$ cat src/rtl/result_stream_serializer_pkg.sv
// Shared constants for the decoder result stream: FSM states, header byte offsets
// and the correction-size formulas also used by the host receiver.
package result_stream_serializer_pkg;

   typedef enum logic [2:0] {IDLE, ITER, CYC_HI, CYC_LO, CORR, TRAIL} state_t;

   localparam int ITER_OFS   = 0;
   localparam int CYC_HI_OFS = 1;
   localparam int CYC_LO_OFS = 2;
   localparam int CORR_OFS   = 3;

   function automatic int ceil_div(input int a, input int b);
      return (a + b - 1) / b;
   endfunction

   // X-edges, Z-edges plus the boundary edge, and vertical edges of one round
   function automatic int corr_per_round(input int x, input int z);
      return (x - 1) * z + (x - 1) * z + 1 + x * z;
   endfunction

   function automatic int corr_bytes_per_round(input int x, input int z);
      return ceil_div(corr_per_round(x, z), 8);
   endfunction

   function automatic int num_rounds(input int u, input int contexts);
      return ceil_div(u, contexts) * contexts;
   endfunction

endpackage

$ cat src/rtl/result_stream_serializer_corr_round_packer.sv
// Combinational packer: spreads the unpadded per-round correction bits onto
// byte-aligned round slots, zero-filling the tail of each round.
module corr_round_packer #(
   parameter int CORR_PER_ROUND       = 33,
   parameter int CORR_BYTES_PER_ROUND = 5,
   parameter int ROUNDS               = 5
) (
   input  logic [CORR_PER_ROUND*ROUNDS-1:0]         corrections,
   output logic [CORR_BYTES_PER_ROUND*8*ROUNDS-1:0] padded
);

   localparam int PADDED_W = CORR_BYTES_PER_ROUND * 8;

   // NOTE: default the whole vector first so the unwritten pad bits cannot infer a latch.
   always_comb begin
      padded = '0;
      for (int r = 0; r < ROUNDS; r++) begin
         padded[r*PADDED_W +: CORR_PER_ROUND] = corrections[r*CORR_PER_ROUND +: CORR_PER_ROUND];
      end
   end

endmodule

$ cat src/rtl/result_stream_serializer.sv
// Snapshots one decode result and streams it as a fixed-length byte message.
// Define RESULT_TRAILER_EN to append an XOR checksum byte after the corrections.
module result_stream_serializer
   import result_stream_serializer_pkg::*;
#(
   parameter int GRID_WIDTH_X = 6,
   parameter int GRID_WIDTH_Z = 2,
   parameter int GRID_WIDTH_U = 5,
   parameter int NUM_CONTEXTS = 1,
   localparam int ROUNDS               = num_rounds(GRID_WIDTH_U, NUM_CONTEXTS),
   localparam int CORR_PER_ROUND       = corr_per_round(GRID_WIDTH_X, GRID_WIDTH_Z),
   localparam int CORR_BYTES_PER_ROUND = corr_bytes_per_round(GRID_WIDTH_X, GRID_WIDTH_Z)
) (
   input  logic                             clk,
   input  logic                             reset_n,
   input  logic                             result_valid,
   output logic                             result_ready,
   input  logic [7:0]                       iteration_count,
   input  logic [31:0]                      cycle_count,
   input  logic [CORR_PER_ROUND*ROUNDS-1:0] corrections,
   output logic [7:0]                       output_data,
   output logic                             output_valid,
   input  logic                             output_ready,
   output logic                             busy,
   output logic                             msg_done
);

   localparam int CORR_BYTES = CORR_BYTES_PER_ROUND * ROUNDS;
`ifdef RESULT_TRAILER_EN
   localparam int MSG_BYTES  = CORR_OFS + CORR_BYTES + 1;
`else
   localparam int MSG_BYTES  = CORR_OFS + CORR_BYTES;
`endif
   localparam int CNT_W  = ($clog2(MSG_BYTES) > 8) ? $clog2(MSG_BYTES) : 8;
   localparam int CIDX_W = (CORR_BYTES > 1) ? $clog2(CORR_BYTES) : 1;

   state_t                           state;
   logic [CNT_W-1:0]                 byte_cnt;
   logic [7:0]                       iter_q;
   logic [15:0]                      cyc_q;
   logic [CORR_PER_ROUND*ROUNDS-1:0] corr_q;
   logic [CORR_BYTES-1:0][7:0]       corr_bytes;
   logic [CNT_W-1:0]                 sel;
   logic [CIDX_W-1:0]                corr_idx;
   logic [7:0]                       next_byte;
`ifdef RESULT_TRAILER_EN
   logic [7:0]                       xor_q;
`endif

   corr_round_packer #(
      .CORR_PER_ROUND       (CORR_PER_ROUND),
      .CORR_BYTES_PER_ROUND (CORR_BYTES_PER_ROUND),
      .ROUNDS               (ROUNDS)
   ) u_packer (
      .corrections (corr_q),
      .padded      (corr_bytes)
   );

   // Byte to load next: the current index while nothing is presented yet, else the following one
   always_comb begin
      sel       = output_valid ? byte_cnt + CNT_W'(1) : byte_cnt;
      corr_idx  = CIDX_W'(sel - CNT_W'(CORR_OFS));
      next_byte = '0;
      if (sel == CNT_W'(ITER_OFS))
         next_byte = iter_q;
      else if (sel == CNT_W'(CYC_HI_OFS))
         next_byte = cyc_q[15:8];
      else if (sel == CNT_W'(CYC_LO_OFS))
         next_byte = cyc_q[7:0];
      else if (sel < CNT_W'(CORR_OFS + CORR_BYTES))
         next_byte = corr_bytes[corr_idx];
`ifdef RESULT_TRAILER_EN
      else
         next_byte = xor_q ^ output_data;
`endif
   end

   // NOTE: sequential state uses non-blocking assignments only, so every register samples pre-edge values.
   always_ff @(posedge clk or negedge reset_n) begin
      if (!reset_n) begin
         state        <= IDLE;
         byte_cnt     <= '0;
         result_ready <= 1'b0;
         output_valid <= 1'b0;
         output_data  <= '0;
         busy         <= 1'b0;
         msg_done     <= 1'b0;
         // NOTE: snapshot registers are reset too, so nothing undefined can ever reach output_data.
         iter_q       <= '0;
         cyc_q        <= '0;
         corr_q       <= '0;
`ifdef RESULT_TRAILER_EN
         xor_q        <= '0;
`endif
      end else begin
         msg_done <= 1'b0;
         if (state == IDLE) begin
            result_ready <= 1'b1;
            if (result_valid && result_ready) begin
               iter_q       <= iteration_count;
               cyc_q        <= (cycle_count > 32'h0000_FFFF) ? 16'hFFFF : cycle_count[15:0];
               corr_q       <= corrections;
               state        <= ITER;
               byte_cnt     <= '0;
               busy         <= 1'b1;
               result_ready <= 1'b0;
`ifdef RESULT_TRAILER_EN
               xor_q        <= '0;
`endif
            end
         end else if (!output_valid) begin
            output_valid <= 1'b1;
            output_data  <= next_byte;
         end else if (output_ready) begin
`ifdef RESULT_TRAILER_EN
            xor_q <= xor_q ^ output_data;
`endif
            if (byte_cnt == CNT_W'(MSG_BYTES - 1)) begin
               state        <= IDLE;
               byte_cnt     <= '0;
               output_valid <= 1'b0;
               busy         <= 1'b0;
               msg_done     <= 1'b1;
               result_ready <= 1'b1;
            end else begin
               byte_cnt    <= byte_cnt + CNT_W'(1);
               output_data <= next_byte;
               case (state)
                  ITER:    state <= CYC_HI;
                  CYC_HI:  state <= CYC_LO;
                  CYC_LO:  state <= CORR;
`ifdef RESULT_TRAILER_EN
                  CORR:    if (byte_cnt == CNT_W'(MSG_BYTES - 2)) state <= TRAIL;
`endif
                  default: state <= state;
               endcase
            end
         end
      end
   end

endmodule
$ cat config.mk
export PLATFORM = sky130hd
export DESIGN_NAME = result_stream_serializer
export DESIGN_NICKNAME = d
export VERILOG_FILES = /design/src/rtl/result_stream_serializer_pkg.sv /design/src/rtl/result_stream_serializer_corr_round_packer.sv /design/src/rtl/result_stream_serializer.sv
export SDC_FILE = /design/constraint.sdc
export NUM_CORES = 1
export LEC_CHECK = 0
export ABC_AREA = 1
export BUFFER_PORTS_ARGS = -buffer_cell sky130_fd_sc_hd__buf_2
export CORE_UTILIZATION = 30
export DETAILED_ROUTE_END_ITERATION = 7
export PLACE_DENSITY_LB_ADDON = 0.2
export RECOVER_POWER = 50
export REMOVE_ABC_BUFFERS = 1
export SYNTH_ARGS = -nofsm -noshare
export SYNTH_HDL_FRONTEND = slang
export SYNTH_SLANG_ARGS = --single-unit
export TNS_END_PERCENT = 20
$ cat constraint.sdc
create_clock -name clk -period 4.8 [get_ports clk]
set_clock_uncertainty 0.05 [all_clocks]
set_input_delay 0.24 -clock clk [delete_from_list [all_inputs] [get_ports clk]]
set_output_delay 0.24 -clock clk [all_outputs]
set_load 0.02 [all_outputs]
== Word-level counts from Yosys, hierarchy flattened ==
Index checks and enable logic that the tools add are counted.

* Logic and storage cells: 77
* Input bits: 209
* Flip-flop bits (word level): 212
* Output and inout port bits: 12

* Bitwise logic cells: 1
* Equal/unequal tests: 9
* Reduce and logical (&&, ||, !) cells: 13
* Muxes and demuxes: 39
* Magnitude comparators: 3
* Add/sub/neg operators: 2

{| class="wikitable"
|+ Operator list
! operator !! count
|-
| $mux W8 || 14
|-
| $bmux W8 S5 || 1
|-
| $gt A32 B16 Y1 const B || 1
|-
| $mux W1 || 17
|-
| $mux W16 || 1
|-
| $mux W3 || 5
|-
| $pmux W3 S3 || 1
|-
| $reduce_and A3 Y1 || 3
|-
| $add A8 B1 Y8 const B || 1
|-
| $eq A8 B1 Y1 const B || 1
|-
| $eq A8 B2 Y1 const B || 1
|-
| $eq A8 B5 Y1 const B || 1
|-
| $logic_not A8 Y1 || 1
|-
| $lt A8 B5 Y1 const B || 1
|-
| $reduce_and A4 Y1 || 2
|-
| $eq A3 B2 Y1 const B || 2
|-
| $lt A5 B6 Y1 const B || 1
|-
| $reduce_bool A2 Y1 || 3
|-
| $reduce_bool A5 Y1 || 1
|-
| $sub A5 B2 Y5 const B || 1
|-
| $ne A2 B1 Y1 const B || 2
|-
| $eq A3 B1 Y1 const B || 1
|-
| $logic_not A3 Y1 || 1
|-
| $ne A2 B2 Y1 const B || 1
|-
| other kinds (3) || 3
|}

== Logic depth before layout (Yosys ltp) ==
Gate-level depths: netlist (run 1).

* Word-level depth: 12
* Mapped depth: 23
* Gate-level depth less buffers: 22

== Cells and area by module ==
Synthesis (run 1) repeated with hierarchy kept, for this count alone.

* Cell total of the unflattened synthesis: 1842
* Area, all modules: 12753.5 µm²

{| class="wikitable"
|+ By module, submodules not included
! module !! sequential area each (µm²) !! times used !! cells each !! area an instance (µm²)
|-
| result_stream_serializer || 5305.1 || 1 || 1641 || 11248.3
|-
| corr_round_packer || 0.0 || 1 || 201 || 1505.2
|}

== Worst setup path after synthesis (run 1) ==
No wires, ideal clock.

* Path kind: flip-flop to flip-flop
* Start point: register output_valid
* End point: register output_data[3]
* Library setup time: 0.065 ns
* Data arrival time: 2.562 ns
* Buffers on the path: 4
* Setup slack: 2.123 ns
* Clock period less this slack: 2.677 ns
* Cell stages (with the launch flop): 23
* Data required time: 4.685 ns
* Cells stage by stage: dfrtp_1 -> inv_2 -> nand2_1 -> nand2_2 -> buf_6 -> buf_6 -> ha_1 -> buf_2 -> clkbuf_1 -> nand2_1 -> nand2_1 -> o21ai_0 -> nor2_1 -> nand2_1 -> nand2_1 -> nand2_1 -> nand3_1 -> nand3_1 -> nand2_1 -> nand2_1 -> nand2_1 -> nand2_1 -> nand2_1

* Longest elaborated chain between the ends: 11
* Elaborated cells on any way between the ends: 18
* Classes of those cells: add/sub: 1; order compare: 1; eq/ne: 4; mux: 10; reduce/logical: 2

{| class="wikitable"
|+ RTL lines
! what !! line !! source
|-
| from (decl) || result_stream_serializer.sv:22 || <nowiki>output logic output_valid,</nowiki>
|-
| from (signal assigned) || result_stream_serializer.sv:84 || <nowiki>output_valid <= 1'b0;</nowiki>
|-
| from (signal assigned) || result_stream_serializer.sv:112 || <nowiki>output_valid <= 1'b1;</nowiki>
|-
| from (signal assigned) || result_stream_serializer.sv:121 || <nowiki>output_valid <= 1'b0;</nowiki>
|-
| $mux W8 || result_stream_serializer.sv:61 || <nowiki>sel = output_valid ? byte_cnt + CNT_W'(1) : byte_cnt;</nowiki>
|-
| $sub A5 B2 Y5 || result_stream_serializer.sv:62 || <nowiki>corr_idx = CIDX_W'(sel - CNT_W'(CORR_OFS));</nowiki>
|-
| $bmux W8 S5 || result_stream_serializer.sv:71 || <nowiki>next_byte = corr_bytes[corr_idx];</nowiki>
|-
| $mux W8 (implied by the code) || result_stream_serializer.sv:71 ||
|-
| $mux W8 || result_stream_serializer.sv:70 || <nowiki>else if (sel < CNT_W'(CORR_OFS + CORR_BYTES))</nowiki>
|-
| $mux W8 || result_stream_serializer.sv:68 || <nowiki>else if (sel == CNT_W'(CYC_LO_OFS))</nowiki>
|-
| $mux W8 || result_stream_serializer.sv:66 || <nowiki>else if (sel == CNT_W'(CYC_HI_OFS))</nowiki>
|-
| $mux W8 || result_stream_serializer.sv:64 || <nowiki>if (sel == CNT_W'(ITER_OFS))</nowiki>
|-
| $mux W8 || result_stream_serializer.sv:118 || <nowiki>if (byte_cnt == CNT_W'(MSG_BYTES - 1)) begin</nowiki>
|-
| $mux W8 || result_stream_serializer.sv:114 || <nowiki>end else if (output_ready) begin</nowiki>
|-
| $mux W8 || result_stream_serializer.sv:111 || <nowiki>end else if (!output_valid) begin</nowiki>
|-
| to (signal assigned) || result_stream_serializer.sv:113 || <nowiki>output_data <= next_byte;</nowiki>
|-
| to (signal assigned) || result_stream_serializer.sv:127 || <nowiki>output_data <= next_byte;</nowiki>
|-
| to (decl) || result_stream_serializer.sv:21 || <nowiki>output logic [7:0] output_data,</nowiki>
|}

Parallel ways exist; a longest one is shown, timed or not. The select of a mux whose other input is x is not followed.
A chain may end at the register's enable or synchronous reset.

== Worst setup path after layout (run 1) ==
* Start point: register output_valid
* End point: register output_data[7]

Same word-level chain as after synthesis.

==> flow_metrics.env, run 1 <==
export IMPL_path_class="flip-flop to flip-flop"
export IMPL_synthCells=1488
export IMPL_clk_pin_slew_ns=0.06
export IMPL_nets=2072
export IMPL_mostFrequentLayoutCells="731 x nand2_1, 212 x dfrtp_1, 208 x buf_2"
export IMPL_cts_root_buf="clkbuf_16"
export IMPL_drive_gt1_share_pct=16.6
export IMPL_min_period_over_period_pct=73.2
export IMPL_crit_path_start="output_valid"
export IMPL_violations="max-capacitance violations, max-slew violations"
export IMPL_grt_pass1_wl_mm=56.5
export IMPL_worstReg2RegStart="output_valid"
export IMPL_cts_setup_buffers=0
export IMPL_setup_viol=0
export IMPL_mostFrequentLayoutCell="nand2_1"
export IMPL_h_tree_depth=1
export IMPL_slew_violations=96
export IMPL_grt_pass1_vias=10577
export IMPL_hold_start="cycle_count[29]"
export IMPL_preCtsSetupSlack_ns=1.25
export IMPL_status="finished with violations"
export IMPL_via_count=10658
export IMPL_vias_per_cell=4.56
export IMPL_min_to="cyc_q[0]"
export IMPL_fp_dieH_um=192
export IMPL_worst_pin_slew_ns=2.53
export IMPL_holdWs_ns=0.321
export IMPL_r2r_end="output_data[7]"
export IMPL_cp_max_fo=27
export IMPL_yosysSeqAreaShare_pct=48.8
export IMPL_slew_headroom_pct=-68.8
export IMPL_place_congestion=0.804
export IMPL_dieWidth_um=192
export IMPL_finalCriticalPeriod_ns=3.51
export IMPL_max_freq_mhz=284
export IMPL_cts_buffer_depth=3
export IMPL_fin_util_pct=42.0
export IMPL_ys_ff_latch=212
export IMPL_avgSynthCellArea_sq_um=7.30
export IMPL_yosysWarnings=0
export IMPL_grt_max_degree=187
export IMPL_synth_cell_type_count=30
export IMPL_dieArea_sq_um=37000
export IMPL_area_delta_synth_final_pct=37.4
export IMPL_numCtsBuffers=25
export IMPL_dr_pass1_iters=5
export IMPL_antenna_left=0
export IMPL_cts_num_sinks=212
export IMPL_core_sq_um=35600
export IMPL_min_path_cells=5
export IMPL_r2r_cells=18
export IMPL_cts_tree="built"
export IMPL_r2r_setup_slack_ns=1.29
export IMPL_drc_errors=0
export IMPL_cts_resized=0
export IMPL_clock_latency_ns=0.53
export IMPL_vdd_ir_drop_max_mv=0.382
export IMPL_wl_mm=36.0
export IMPL_drt_initial_drc_count=636
export IMPL_netlist_area_sq_um=10900
export IMPL_power_density_nw_per_um2=535
export IMPL_fp_row_count=69
export IMPL_leakage_uw=0.00784
export IMPL_antenna_found_initial=0
export IMPL_wl_per_cell_um=15.4
export IMPL_end_kind="flip-flop"
export IMPL_cp_arrival_ns=3.89
export IMPL_start_util_pct=30.6
export IMPL_diodes=0
export IMPL_max_cap_violations=1
export IMPL_cp_required_ns=5.17
export IMPL_finalHoldViolCount=0
export IMPL_hold_path_class="input pin to flip-flop"
export IMPL_grtUsageTotal_pct=19.7
export IMPL_ioPinCount=221
export IMPL_layout_setup_ws_ns=1.29
export IMPL_rsz0062_at_grt="false"
export IMPL_cp_start_kind="flip-flop"
export IMPL_post_dp_hpwl_mm=22.6
export IMPL_overflow=0
export IMPL_io_buffers=220
==> Yosys cell counts (all sizes together) <==
master  count  area, sq um
a21oi       3         15.0
buf        44          288
clkbuf     30          113
clkinv      1         3.75
dfrtp     212         5310
ha          5         62.6
inv       131          494
nand2     754         2930
nand3     108          566
nand4       3         33.8
nor2       38          170
nor3        2         10.0
nor4        6         37.5
o211ai     18          165
o21ai     126          631
o22ai       6         37.5
o32ai       1         8.76
==> state kept, by name, indices dropped and copies added (netlist names) <==
register      count
corr_q          165
cyc_q            16
byte_cnt          8
iter_q            8
output_data       8
state             3
busy              1
msg_done          1
output_valid      1
result_ready      1
==> per-stage QoR <==
step                      cell area, sq um  cells  total power (uW)  setup TNS [ns]
final                                14900   2338              8000               0
after global routing                 14900   2338              8670               0
after CTS                            15000   2338              8120               0
after detailed placement             12200   2101              6110               0
after global placement               12200   2101              6080               0
after floorplan                      10500   1414              4860         -265.41
==> worst max path at each step <==
stage                      to  cells after the start  slack, ns
4_1_cts        output_data[7]                     18       1.26
2_1_floorplan        cyc_q[0]                      7      -1.64
6_report       output_data[7]                     18       1.29
5_1_grt        output_data[7]                     18       0.99
3_3_place_gp   output_data[7]                     18       1.34
3_5_place_dp   output_data[7]                     18       1.25
==> where the power goes <==
part           leakage [uW]  total, uW  internal [uW]  switching, uW
Clock              0.000401       1850           1080            764
Combinational       0.00489       3670           1220           2450
Sequential          0.00255       2480           2220            253
Total               0.00784       8000           4530           3470
==> critical path, stage by stage (launching register included) <==
cell,delay [ns]
dfrtp_1,0.69
inv_2,0.24
nand2_1,0.11
nand2_1,0.13
inv_1,0.11
ha_2,0.28
inv_2,0.37
buf_4,0.44
o21ai_0,0.15
nand3_1,0.14
nand2_1,0.05
nand3_1,0.12
nand3_1,0.08
nand3_1,0.15
nand2_1,0.07
nand2_1,0.06
nand2_1,0.04
nand2_1,0.06
nand2_1,0.04
==> logic make-up (layout without fill, tap and decap cells) <==
family	after synthesis	after routing	share of synthesized area (%)
DFF	212	212	48.8
adders and majority gates	5	5	0.576
buffers and inverters	206	595	8.27
AOI/OAI and AO/OA	154	154	7.89
and+or+nand+nor	911	911	34.5
==> routing by layer <==
| layer | global-route usage, % | share of wire, % | up-vias |
|---|---|---|---|
| met2 | 32.2 | 47 | 252 |
| met3 | 2.15 | 3.8 | 59 |
| met5 | 0 | 0 | - |
| met4 | 6.60 | 3.3 | 0 |
| met1 | 27.0 | 46 | 4991 |
| li1 | - | - | 5356 |
==> timing repair <==
action / 4_1_cts / 5_1_grt
setup endpoints to repair: 0 / 0
hold endpoints to repair: 286 / 0
hold buffers: 191 / 0
==> cell type report <==
| type | count | area (sq um) |
|---|---|---|
| clock buffer | 39 | 758 |
| multi-input combinational | 1070 | 4680 |
| sequential | 212 | 5310 |
| tap | 461 | 577 |
| timing repair buffer | 417 | 3070 |
| inverter | 132 | 505 |
| clock inverter | 7 | 38.8 |
| fill | 3709 | 20600 |
No activity file was read; power rests on OpenSTA's default activity.
==> run 2: changes to the inputs <==
ABC_AREA = 0   (was 1)
clock period = 3.7 ns   (was 4.8 ns; I/O delays follow)
==> run 2 against run 1 <==
The flow still finishes with violations (max-capacitance violations, max-slew violations). Register-to-register slack worse by 0.83 ns. Clock power is 34% higher. Fmax is 8.2% higher. Setup slack worse by 0.83 ns. Synthesized area is 3.5% lower. Final area is 1.4% lower. Synthesized cell count is 20% lower. Combinational power is 53% higher. Via count is 10% lower. Total power is 51% higher. Flip-flop and latch count stayed put. Count of clock-buffer cells in the layout is 3 lower. Critical path type unchanged. Critical endpoint is now output_data[5].
==> flow_metrics.env, run 2 <==
export IMPL_cts_tree="built"
export IMPL_mostFrequentLayoutCells="560 x nand2_1, 212 x dfrtp_1, 208 x buf_2"
export IMPL_fin_util_pct=42.7
export IMPL_drc_errors=0
export IMPL_cts_buffer_depth=3
export IMPL_core_sq_um=34500
export IMPL_cp_required_ns=4.04
export IMPL_ys_ff_latch=212
export IMPL_hold_path_class="input pin to flip-flop"
export IMPL_synth_top_area_share_pct=50.6
export IMPL_globalRouteMet1Util_pct=26.2
export IMPL_slew_headroom_pct=-82.0
export IMPL_grt_pass1_vias=9797
export IMPL_cp_start_kind="flip-flop"
export IMPL_stdcell_area_sq_um=14700
export IMPL_dieArea_sq_um=35700
export IMPL_post_dp_hpwl_mm=21.9
export IMPL_synth_adder_area_share_pct=0.597
export IMPL_min_period_over_period_pct=87.8
export IMPL_synth_simple_area_share_pct=25.8
export IMPL_start_util_pct=30.4
export IMPL_max_freq_mhz=308
export IMPL_end_kind="flip-flop"
export IMPL_synth_async_reset_ratio_pct=100
export IMPL_grt_pass1_wl_mm=53.1
export IMPL_grtUsageTotal_pct=18.8
export IMPL_place_area_sq_um=12000
export IMPL_mostFrequentLayoutCell="nand2_1"
export IMPL_dr_pass1_iters=4
export IMPL_wl_per_cell_um=16.4
export IMPL_antenna_left=0
export IMPL_worst_pin_slew_ns=2.73
export IMPL_io_buffers=220
export IMPL_rsz0062_at_grt="false"
export IMPL_path_class="flip-flop to flip-flop"
export IMPL_finalCriticalPeriod_ns=3.25
export IMPL_yosysWarnings=0
export IMPL_use_met3_pct=2.41
export IMPL_reg_top3="corr_q x165, cyc_q x16"
export IMPL_clock_latency_ns=0.52
export IMPL_dieWidth_um=189
export IMPL_synth_compound_area_share_pct=8.88
export IMPL_leakage_uw=0.00728
export IMPL_drive_gt1_share_pct=18.9
export IMPL_synth_xor_area_share_pct=0.811
export IMPL_synth_flop_cell="dfrtp_1"
export IMPL_vias_per_cell=4.69
export IMPL_fp_row_count=68
export IMPL_avgSynthCellArea_sq_um=8.80
export IMPL_max_stage_delay_ns=0.77
export IMPL_synth_edf_count=0
export IMPL_preCtsSetupSlack_ns=0.452
export IMPL_ioPinCount=221
export IMPL_clk_pin_slew_ns=0.05
export IMPL_power_density_nw_per_um2=819
export IMPL_max_cap_violations=1
export IMPL_cp_max_fo=24
export IMPL_slowest_stage="dfrtp_1"
export IMPL_grt_use_met2_pct=30.6
export IMPL_register_area_sq_um=5310
export IMPL_top_usage_layer="met2"
export IMPL_synth_area_leaders="dfrtp_1 51%, nand2_1 20%, mux2i_1 4.9%, mux4_2 4.3%, clkbuf_1 2.0%"
export IMPL_antenna_found_initial=0
export IMPL_fillCellCount=3472
export IMPL_instances_no_fill=2040
export IMPL_area_delta_synth_final_pct=40.5
export IMPL_nets=1784
export IMPL_synthMuxAreaShare_pct=9.27
export IMPL_via_count=9560
export IMPL_yosys_area_top_type="dfrtp_1"
export IMPL_place_congestion=0.813
export IMPL_finalHoldViolCount=0
export IMPL_ys_top_cells_by_count="560 x nand2_1, 212 x dfrtp_1, 55 x clkbuf_1"
export IMPL_status="finished with violations"
export IMPL_violations="max-capacitance violations, max-slew violations"
export IMPL_multi_input_area_sq_um=4810
export IMPL_slew_violations=102
export IMPL_setup_viol=0
export IMPL_dp_cells=1807
export IMPL_fp_dieH_um=189
export IMPL_cts_num_sinks=212
export IMPL_netlist_area_sq_um=10500
export IMPL_diodes=0
export IMPL_numCtsBuffers=25
export IMPL_cp_arrival_ns=3.59
export IMPL_synth_cell_type_count=65
export IMPL_overflow=0
export IMPL_synthCells=1192
export IMPL_vdd_ir_drop_max_mv=0.502
export IMPL_regMostFlops="corr_q"
export IMPL_yosysMostFrequentCell="nand2_1"
export IMPL_p_total_uw=12100
export IMPL_yosysSeqAreaShare_pct=50.6
export IMPL_path_cells="o21ai_0 -> ha_4 -> xnor3_2 -> buf_4 -> o211ai_1 -> o21ai_0 -> o22ai_1 -> a22oi_1 -> o211ai_1"
export IMPL_largest_reg_flops=165
export IMPL_drt_initial_drc_count=679
export IMPL_h_tree_depth=1
export IMPL_cts_root_buf="clkbuf_16"
export IMPL_synth_top_family_by_area="simple AND/OR/NAND/NOR gates"
export IMPL_layout_setup_ws_ns=0.450
export IMPL_grt_max_degree=114
export IMPL_wl_mm=33.4
## run 2: kinds of logic (layout without fill, tap and decap cells)
group | Yosys count | count (layout)
XOR/XNOR | 8 | 8
AO/OA/AOI/OAI | 142 | 142
multiplexers | 72 | 72
AND/OR/NAND/NOR | 661 | 661
adder cells (fa/ha/maj) | 5 | 5
buffers and inverters | 92 | 485
flip-flops | 212 | 212
## run 2: layout make-up
type                       instances  share of cell area (%)
timing repair buffer             428                    21.5
tap                              455                    3.87
clock inverter                     6                   0.612
clock buffer                      36                    5.00
multi-input combinational        888                    32.6
inverter                          15                   0.382
sequential                       212                    36.0
## run 2: critical path, delay by kind of cell (launching register included)
family	cells	cell delay [ns]
xor gates and xnor gates	1	0.51
adders and majority gates	1	0.30
AOI/OAI and AO/OA	6	1.10
DFF	1	0.77
buffers and inverters	1	0.38
## run 2: timing repair
| action | in CTS | in global routing |
|---|---|---|
| setup endpoints to repair | 0 | 0 |
| endpoints found under the hold margin | 291 | 0 |
| gates resized for setup | 0 | 0 |
| hold buffers | 191 | 0 |
| setup buffers | 0 | 0 |
## run 2: path summary, 6_finish.rpt
kind	cells after the start	to	startpoint	slack, ns
worst max-delay path	9	output_data[5]	output_valid	0.45
worst min-delay path	4	state[2]	result_valid	0.23
worst max register to register	9	output_data[5]	output_valid	0.45
worst min register to register	2	corr_q[161]	corr_q[161]	0.42
max in group asynchronous	2	corr_q[136]	reset_n	0.97
min in group asynchronous	2	corr_q[8]	reset_n	0.96
## run 2: power breakdown
group,switching [uW],internal (uW),leakage [uW],total [uW]
clock network,970,1510,0.000404,2480
logic,3100,2510,0.00428,5620
registers,627,3330,0.00260,3960
total,4700,7360,0.00728,12100
## run 2: routing by layer
metal	wire length [um]	part of all wire (%)	vias up
met5	0	0	-
met4	919	2.8	0
met3	1420	4.2	57
met2	15400	46	228
met1	15600	47	4579
li1	-	-	4696
## run 2: through the flow
step	setup TNS, ns	hold WS [ns]
floorplan	-249.56	-0.161
global placement	0	0.251
detailed placement	0	0.252
CTS	0	0.209
global route	0	0.271
finish	0	0.233
==> run 3: changes to the inputs <==
BUFFER_PORTS_ARGS = -buffer_cell sky130_fd_sc_hd__buf_4   (was -buffer_cell sky130_fd_sc_hd__buf_2)
==> run 3 against run 2 <==
The flow still finishes with violations (max-capacitance violations, max-slew violations). Final cell count is 0.34% higher. Fmax increased by 1.0%. Routed wire length decreased by 0.93%. Total power grew 2.4%. Die area unchanged. Sequential power about the same. First-iteration DRC count decreased by 32%. Flip-flop and latch count stayed put. Combinational power rose by 0.9%. Count of clock-buffer cells in the layout increased by 1. Final area grew 4.2%. Critical path type unchanged. Largest cell class unchanged. Highest routed layer unchanged.
==> flow_metrics.env, run 3 (synthesis gave the netlist of run 2 again) <==
export IMPL_status="finished with violations"
export IMPL_violations="max-capacitance violations, max-slew violations"
export IMPL_tns_ns=0
export IMPL_critPathMostFrequentCell="mux2i_1"
export IMPL_io_buffers=220
export IMPL_setup_viol=0
export IMPL_area_delta_synth_final_pct=46.4
export IMPL_crit_path_start="byte_cnt[1]"
export IMPL_dieArea_sq_um=35700
export IMPL_cts_setup_buffers=0
export IMPL_drc_errors=0
export IMPL_use_met3_pct=2.06
export IMPL_cts_root_buf="clkbuf_16"
export IMPL_clk_pin_slew_ns=0.06
export IMPL_fillCellCount=3434
export IMPL_hold_path_class="input pin to flip-flop"
export IMPL_worst_pin_slew_ns=2.87
export IMPL_core_sq_um=34500
export IMPL_antenna_left=0
export IMPL_hold_buffers=191
export IMPL_worstReg2RegStart="byte_cnt[1]"
export IMPL_nets=1787
export IMPL_clock_latency_ns=0.54
export IMPL_cp_required_ns=4.10
export IMPL_diodes=0
export IMPL_leakage_uw=0.00751
export IMPL_grtUsageTotal_pct=18.7
export IMPL_via_count=9610
export IMPL_start_util_pct=30.4
export IMPL_grt_pass1_vias=9801
export IMPL_top_usage_layer="met2"
export IMPL_drt_initial_drc_count=464
export IMPL_cts_resized=0
export IMPL_grt_max_degree=111
export IMPL_antenna_found_initial=0
export IMPL_globalRouteMet1Util_pct=25.3
export IMPL_reg_top3="corr_q x165, cyc_q x16"
export IMPL_grt_pass1_wl_mm=52.7
export IMPL_wl_per_cell_um=16.2
export IMPL_cts_num_sinks=212
export IMPL_path_cells="ha_1 -> nand2_1 -> o21ai_0 -> ha_4 -> buf_4 -> buf_4 -> mux2i_1 -> mux2i_1 -> mux2i_1 -> a22oi_1 -> o211ai_1"
export IMPL_vdd_ir_drop_max_mv=0.529
export IMPL_place_congestion=0.836
export IMPL_r2r_setup_slack_ns=0.48
export IMPL_cts_tree="built"
export IMPL_crit_family="adder cells"
export IMPL_cp_max_fo=33
export IMPL_mostFrequentLayoutCells="560 x nand2_1, 226 x buf_4, 212 x dfrtp_1"
export IMPL_mostFrequentLayoutCell="nand2_1"
export IMPL_end_kind="flip-flop"
export IMPL_multi_input_area_sq_um=4810
export IMPL_place_area_sq_um=12600
export IMPL_vias_per_cell=4.69
export IMPL_cp_arrival_ns=3.61
export IMPL_finalHoldViolCount=0
export IMPL_ioPinCount=221
export IMPL_drive_gt1_share_pct=19.3
export IMPL_stdcell_area_sq_um=15300
export IMPL_finalCriticalPeriod_ns=3.22
export IMPL_fp_dieH_um=189
export IMPL_cp_start_kind="flip-flop"
export IMPL_wl_mm=33.1
export IMPL_path_class="flip-flop to flip-flop"
export IMPL_min_period_over_period_pct=86.9
export IMPL_max_cap_violations=1
export IMPL_slew_headroom_pct=-91.3
export IMPL_cts_buffer_depth=3
export IMPL_dr_pass1_iters=5
export IMPL_max_freq_mhz=311
export IMPL_max_stage_delay_ns=0.66
export IMPL_grt_use_met2_pct=31.3
export IMPL_slew_violations=108
export IMPL_power_density_nw_per_um2=805
export IMPL_rsz0062_at_grt="false"
export IMPL_slowest_stage="ha_4"
export IMPL_post_dp_hpwl_mm=21.8
export IMPL_worst_path_buf_inv=2
export IMPL_h_tree_depth=1
export IMPL_dieWidth_um=189
export IMPL_overflow=0
export IMPL_fp_row_count=68
export IMPL_register_area_sq_um=5310
export IMPL_hold_start="result_valid"
export IMPL_regMostFlops="corr_q"
export IMPL_largest_reg_flops=165
export IMPL_numCtsBuffers=25
==> run 3: area by class of cell <==
| type | count | share of cell area, % |
|---|---|---|
| flip-flops and latches | 212 | 34.6 |
| multi-input cells | 888 | 31.3 |
| clock inverters | 9 | 1.08 |
| well taps | 455 | 3.71 |
| inverters | 15 | 0.367 |
| repair buffers | 431 | 24.1 |
| clock buffers | 37 | 4.89 |
==> run 3: metal layers <==
| layer | routed length (um) | up-vias |
|---|---|---|
| met2 | 15800 | 211 |
| li1 | - | 4719 |
| met5 | 0 | - |
| met4 | 944 | 0 |
| met3 | 1020 | 53 |
| met1 | 15300 | 4627 |
==> run 3: path summary, 6_finish.rpt <==
kind	to	cells after the start
worst max-delay path	output_data[3]	11
worst min-delay path	state[2]	4
worst max register to register	output_data[3]	11
worst min register to register	corr_q[41]	2
max in group asynchronous	corr_q[61]	3
min in group asynchronous	corr_q[148]	2
==> run 3: worst reg2reg max path: stages, from the launching register on <==
cell	delay [ns]
dfrtp_1	0.47
ha_1	0.34
nand2_1	0.08
o21ai_0	0.21
ha_4	0.66
buf_4	0.31
buf_4	0.20
mux2i_1	0.19
mux2i_1	0.09
mux2i_1	0.24
a22oi_1	0.11
o211ai_1	0.18
==> run 3: power breakdown <==
part           total (uW)  internal [uW]  switching (uW)
Combinational        5670           2570            3100
Sequential           3980           3330             646
Clock                2700           1690            1010
==> run 3: metrics by stage <==
step	utilization [%]	total power, uW	hold slack (ns)	setup slack (ns)	cells
after floorplan	-	7800	-0.161	-3.67	1115
after global placement	36.5	9530	0.276	0.583	1810
after detailed placement	36.5	9620	0.271	0.499	1810
after CTS	44.7	12600	0.148	0.486	2047
after global routing	44.5	13300	0.224	0.228	2047
final	44.5	12400	0.185	0.484	2047
